==> src/rtl/node_step_sequencer.sv <==
// Per-frame phase sequencer for the Node stage: VERLET -> CONSTRAIN x ITERS -> FIX -> CAPTURE,
// then offers the captured node position on a valid/ready handshake and queues one extra request.
module node_step_sequencer #(
    parameter int WIDTH = 32,
    parameter int ITERS = 4,
    parameter int CNT_W = 16
) (
    input  logic             clk,
    input  logic             reset,
    input  logic             step_req,
    input  logic [WIDTH-1:0] node_x,
    input  logic [WIDTH-1:0] node_y,
    input  logic             snap_ready,
    output logic             verlet_state,
    output logic             constraint_state,
    output logic [3:0]       iter_idx,
    output logic             fix_constraint_state,
    output logic             busy,
    output logic             snap_valid,
    output logic [WIDTH-1:0] snap_x,
    output logic [WIDTH-1:0] snap_y,
    output logic [CNT_W-1:0] frame_count,
    output logic [7:0]       drop_count
);

    typedef enum logic [2:0] {
        S_IDLE,
        S_VERLET,
        S_CONSTRAIN,
        S_FIX,
        S_CAPTURE,
        S_WAIT_ACK
    } state_t;

    localparam logic [3:0] LAST_ITER = (ITERS == 0) ? 4'd0 : 4'(ITERS - 1);

    state_t             state_q, state_d;
    logic [3:0]         iter_q, iter_d;
    logic               pending_q, pending_d;
    logic [7:0]         drop_q, drop_d;
    logic [CNT_W-1:0]   frame_q, frame_d;
    logic [WIDTH-1:0]   snap_x_q, snap_x_d;
    logic [WIDTH-1:0]   snap_y_q, snap_y_d;
    logic               verlet_q, constraint_q, fix_q, busy_q, valid_q;

    always_comb begin
        // NOTE: every next-state value gets a default first so no path leaves it unassigned (no latches).
        state_d   = state_q;
        iter_d    = iter_q;
        pending_d = pending_q;
        drop_d    = drop_q;
        frame_d   = frame_q;
        snap_x_d  = snap_x_q;
        snap_y_d  = snap_y_q;

        // A request while a frame is in flight fills the single pending slot, else it is dropped.
        if (step_req && state_q != S_IDLE) begin
            if (pending_q) begin
                if (drop_q != 8'hFF) drop_d = drop_q + 8'd1;
            end else begin
                pending_d = 1'b1;
            end
        end

        case (state_q)
            S_IDLE: begin
                if (step_req) state_d = S_VERLET;
            end
            S_VERLET: begin
                iter_d  = 4'd0;
                state_d = (ITERS == 0) ? S_FIX : S_CONSTRAIN;
            end
            S_CONSTRAIN: begin
                if (iter_q == LAST_ITER) begin
                    iter_d  = 4'd0;
                    state_d = S_FIX;
                end else begin
                    iter_d = iter_q + 4'd1;
                end
            end
            S_FIX: begin
                state_d = S_CAPTURE;
            end
            S_CAPTURE: begin
                snap_x_d = node_x;
                snap_y_d = node_y;
                state_d  = S_WAIT_ACK;
            end
            S_WAIT_ACK: begin
                if (snap_ready) begin
                    frame_d = frame_q + CNT_W'(1);
                    // A request arriving on the handshake cycle itself also starts the next frame at once.
                    if (pending_d) begin
                        pending_d = 1'b0;
                        state_d   = S_VERLET;
                    end else begin
                        state_d = S_IDLE;
                    end
                end
            end
            default: begin
                state_d = S_IDLE;
            end
        endcase
    end

    // Phase outputs are registered from the next state so they line up with the state they describe.
    always_ff @(posedge clk) begin
        if (reset) begin
            // NOTE: sequential state uses non-blocking assignments so all registers update together.
            state_q      <= S_IDLE;
            iter_q       <= 4'd0;
            pending_q    <= 1'b0;
            drop_q       <= 8'd0;
            frame_q      <= '0;
            snap_x_q     <= '0;
            snap_y_q     <= '0;
            verlet_q     <= 1'b0;
            constraint_q <= 1'b0;
            fix_q        <= 1'b0;
            busy_q       <= 1'b0;
            valid_q      <= 1'b0;
        end else begin
            state_q      <= state_d;
            iter_q       <= iter_d;
            pending_q    <= pending_d;
            drop_q       <= drop_d;
            frame_q      <= frame_d;
            snap_x_q     <= snap_x_d;
            snap_y_q     <= snap_y_d;
            verlet_q     <= (state_d == S_VERLET);
            constraint_q <= (state_d == S_CONSTRAIN);
            fix_q        <= (state_d == S_FIX);
            busy_q       <= (state_d != S_IDLE);
            valid_q      <= (state_d == S_WAIT_ACK);
        end
    end

    assign verlet_state         = verlet_q;
    assign constraint_state     = constraint_q;
    assign iter_idx             = iter_q;
    assign fix_constraint_state = fix_q;
    assign busy                 = busy_q;
    assign snap_valid           = valid_q;
    assign snap_x               = snap_x_q;
    assign snap_y               = snap_y_q;
    assign frame_count          = frame_q;
    assign drop_count           = drop_q;

endmodule

==> config.mk <==
export PLATFORM = sky130hd
export DESIGN_NAME = node_step_sequencer
export DESIGN_NICKNAME = d
export VERILOG_FILES = /design/src/rtl/node_step_sequencer.sv
export SDC_FILE = /design/constraint.sdc
export NUM_CORES = 1
export LEC_CHECK = 0
export CELL_PAD_IN_SITES_DETAIL_PLACEMENT = 0
export CELL_PAD_IN_SITES_GLOBAL_PLACEMENT = 1
export CORE_AREA = 3 3 118 120
export DETAILED_ROUTE_END_ITERATION = 7
export DIE_AREA = 0 0 121 123
export GPL_ROUTABILITY_DRIVEN = 0
export GPL_TIMING_DRIVEN = 0
export PLACE_DENSITY_LB_ADDON = 0.25
export RECOVER_POWER = 50
export SLEW_MARGIN = 20
export SYNTH_ARGS = -nofsm -noshare
export SYNTH_HDL_FRONTEND = slang
export SYNTH_SLANG_ARGS = --single-unit
==> constraint.sdc <==
create_clock -name clk -period 2.1 [get_ports clk]
set_input_delay 0.42 -clock clk [delete_from_list [all_inputs] [get_ports clk]]
set_output_delay 0.42 -clock clk [all_outputs]
set_load 0.02 [all_outputs]
* Word level (Yosys, flattened, before mapping)
Index checks and enable logic that the tools add are counted.
** Operators by class
- Add/sub/neg operators :: 3
- Muxes and demuxes :: 10
- Equality and inequality tests :: 11
- Reduce and logical (&&, ||, !) cells :: 7
** Operator list (count)
- $pmux 3 s6 :: 1
- $add 16x1->16 const B :: 1
- $eq 3x2->1 const B :: 4
- $eq 3x3->1 const B :: 3
- $mux 3 :: 3
- $add 8x1->8 const B :: 1
- $ne 8x8->1 const B :: 1
- $pmux 4 s2 :: 1
- $eq 3x1->1 const B :: 2
- $reduce_bool 3->1 :: 2
- $add 4x1->4 const B :: 1
- $eq 4x2->1 const B :: 1
- $mux 1 :: 4
- $mux 4 :: 1
- $logic_not 3->1 :: 1
- $reduce_and 3->1 :: 1
- $reduce_and 2->1 :: 1
- $reduce_bool 2->1 :: 1
- $logic_and 1x1->1 :: 1
** Word-level totals
- Bits of input ports :: 68
- Bits in registers :: 101
- Logic and storage cells :: 43
- Output and inout bits :: 97

* Depth between registers and ports, before layout
- Word-level depth :: 7
- Mapped depth :: 6
- Mapped depth without buffers :: 5

* Worst setup path after synthesis
No wires, ideal clock.
- Path type :: register to register
- Start point :: reg frame_q[4] (netlist: frame_count[4])
- End point :: reg frame_q[15] (netlist: frame_count[15])
- Data arrival time :: 1.747 ns
- Period minus slack after synthesis :: 1.817 ns
- Library setup time :: 0.070 ns
- Required time :: 2.030 ns
- Cell stages (with the launch flop) :: 5
- Setup slack :: 0.283 ns
- Cells stage by stage :: dfxtp_1 nand4_1 or4_4 or3_1 a21oi_1
** Between the ends
- Longest elaborated chain between the ends :: 1
** Ends and longest elaborated chain
- start: declaration :: line 41 : logic [CNT_W-1:0] frame_q, frame_d;
- start signal: assignment :: line 128 : frame_q <= frame_d;
- $add 16x1->16 :: line 91 : frame_d = frame_q + CNT_W'(1);
Every way passes these cells.
A chain may end at the register's enable or synchronous reset.

* Final worst setup path
- Start point :: in snap_ready
- End point :: reg constraint_q (netlist: constraint_state)
** Between the ends
- Longest elaborated chain between the ends :: 3
** Ends and longest elaborated chain
- start: declaration :: line 13 : input logic snap_ready,
- $mux 3 :: line 90 : if (snap_ready) begin
- $pmux 3 s6 :: line 65 : case (state_q)
- $eq 3x2->1 :: line 132 : constraint_q <= (state_d == S_CONSTRAIN);
- end signal: assignment :: line 132
- end: declaration :: line 44 : logic verlet_q, constraint_q, fix_q, busy_q, valid_q;
Every way passes these cells.

==> reports/qor.csv <==
metric,value,unit
unrepaired setup endpoints after global routing,false,
final setup fails,0,
Synth Instances,469,
MaxCap Viol Count,0,
WHS,0.450,ns
total routed wirelength,11.1,mm
Peak Freq,506,MHz
synthesized area,3830,um2
final max-slew violation count,0,
Syn Nets,540,
"most common cell after layout, fill and taps aside",nand2_1,
Hold WC Path Type,reg -> reg,
CTS Sinks,101,
Total Die Area,14900,um2
WS Path Type,in -> reg,
Via density,4.55,
H-tree Lvls,3,
Layout Nets,713,
Worst Hold Path Cells,2,
R2R cell count,4,
synth top area cells,"dfxtp_1, nand2_1, a21oi_1",
post-synthesis register bit count,101,
TNS Setup,0,ns
Starting DRT DRC Count,146,
Die H,123,um
Initial Util,29.3,%
# IOs,165,
clock skew,0.00630,ns
vias in the first global route,3571,
"commonest non-fill, non-tap cells in the layout","nand2_1, dfxtp_1, clkdlybuf4s50_1",
sequential share of the synthesized area,52.7,%
CTS tree,done,
Pleak,0.00226,uW
power density cells,684,nW/um2
first drt pass iteration count,4,
Worst-Skew Late Latency,0.34,ns
ANT nets after route,0,
largest stage delay on the critical path,0.54,ns
Die W,121,um
vias,3743,
status,"complete, no violations",
Yosys top cell by area,dfxtp_1,
Worst EP required,2.38,ns
proportion of layout cells with a drive suffix above 1,3.71,%
slowest CP cell,a21boi_0,
final hold vios,0,
Slew HR,52.4,%
"Max FO, Critical Path",5,
row cnt,42,
# DRC,0,
WP data arrival,2.26,ns
crit-path cells,clkdlybuf4s50_1 > nand2_1 > o311ai_0 > a21boi_0 > and2_1,
post-synth top area share,52.7,%
Crit path depth,5,
CTS Hold Bufs,0,
CP Launch Type,input pin,
WP buf/inv,1,
CTS root buffer,clkbuf_16,
GRT Resource Usage Total,15.0,%
first-pass GRT wire length,17.7,mm
worst slew pin tran,0.706,ns
"Clk pin slew, worst setup/hold paths",0.07,ns
peak supply drop,0.000354,V
CP Capture Type,register,
pin count of the biggest net entering global routing,17,
count of different cell masters after synthesis,43,
core area,13100,um2
CTS buffer count,9,
DPL Wire Length,8.22,mm
number of diodes,0,
Syn. warnings,0,
routed len/inst,13.5,um
Area Overhead vs Synth,56.7,%
"Min Clock Period, post-route",1.98,ns
"CP delay by family, top",compound AO/OA/AOI/OAI gates,
PortBufs,163,
Mapped Avg Cell Area,8.18,um2
clk buf depth,2,
fin crit share,94.2,%
total grt overflow,0,
initial antenna violation count,0,
## cell usage after synthesis (all sizes together)
cell type    n
nand2      144
dfxtp      101
a21oi       73
clkbuf      27
nor2        25
xnor2        9
nor3         8
nand4        7
xor2         7
nand3        6
o21ai        6
or3          5
inv          4
a22oi        3
ha           3
mux2i        3
nor2b        3
nor4         3
or4          3
and2         2
and3         2
buf          2
mux2         2
nand4b       2
o211ai       2
o311ai       2
or2          2
a21boi       1
a21o         1
a22o         1
a2bb2oi      1
a31o         1
and4b        1
nand2b       1
nand3b       1
nor3b        1
nor4b        1
nor4bb       1
o311a        1
o31ai        1
## worst min-delay path, stage by stage (launching register included)
cell	delay (ns)
dfxtp_1	0.31
nand2_1	0.05
a21oi_1	0.05
## stage by stage
step                setup WS, ns  area (um2)  utilization [%]  std cells  total power (uW)
CTS                        0.108        6010             45.9        824              4210
global placement          -0.264        5690             43.5        808              2430
detailed placement        -0.261        5690             43.5        808              2430
global route              0.0341        6010             45.9        823              4300
floorplan                  0.283        3830                -        469              2190
finish                     0.123        6010             45.9        823              4110
## per-layer routing
layer  vias up  wire length [um]  GRT usage, %
li1       1919                 -             -
met1      1691              4820          18.9
met2       117              5130          23.3
met3        16               937          5.26
met4         0               242          6.80
met5         -                 0             0
## cells by family (layout without fill, tap and decap cells)
logic type | Yosys count | in the layout | share of synthesized area, %
AOI/OAI and AO/OA | 93 | 93 | 13.3
xor gates and xnor gates | 16 | 16 | 3.65
adders and majority gates | 3 | 3 | 0.979
buffers and inverters | 33 | 211 | 3.26
DFF | 101 | 101 | 52.7
muxes | 5 | 5 | 1.37
and+or+nand+nor | 218 | 218 | 24.7
## path summary, 6_finish.rpt
check	from	to	slack, ns
setup / recovery	snap_ready	constraint_state	0.12
hold / removal	snap_x[2]	snap_x[2]	0.45
setup reg to reg	frame_count[4]	frame_count[15]	0.23
hold reg to reg	snap_x[2]	snap_x[2]	0.45
## registers in the layout, summed over array words and instances, names as in the netlist
register / count
busy: 1
constraint_state: 1
drop_count: 8
fix_constraint_state: 1
frame_count: 16
iter_idx: 4
pending_q: 1
snap_valid: 1
snap_x: 32
snap_y: 32
state_q: 3
verlet_state: 1
## final cells by class
| class | instances | area [um2] |
|---|---|---|
| fillers | 1306 | 7070 |
| clock inverters | 4 | 55.1 |
| clock buffers | 12 | 267 |
| well taps | 176 | 220 |
| multi-input cells | 335 | 1690 |
| inverters | 4 | 15.0 |
| flip-flops and latches | 101 | 2020 |
| plain buffers | 28 | 106 |
| repair buffers | 163 | 1630 |
## power breakdown
group	leakage [uW]	internal, uW	total, uW	switching, uW
clock network	0.000155	1030	1740	717
logic	0.00129	203	394	191
registers	0.000815	1950	1980	25.6
## what timing repair did
action / 4_1_cts / 5_1_grt
buffers inserted: 0 / 0
resized for setup: 0 / 1
endpoints found under the setup margin: 0 / 2
endpoints found under the hold margin: 0 / 0
(Power assumes the default switching activity.)
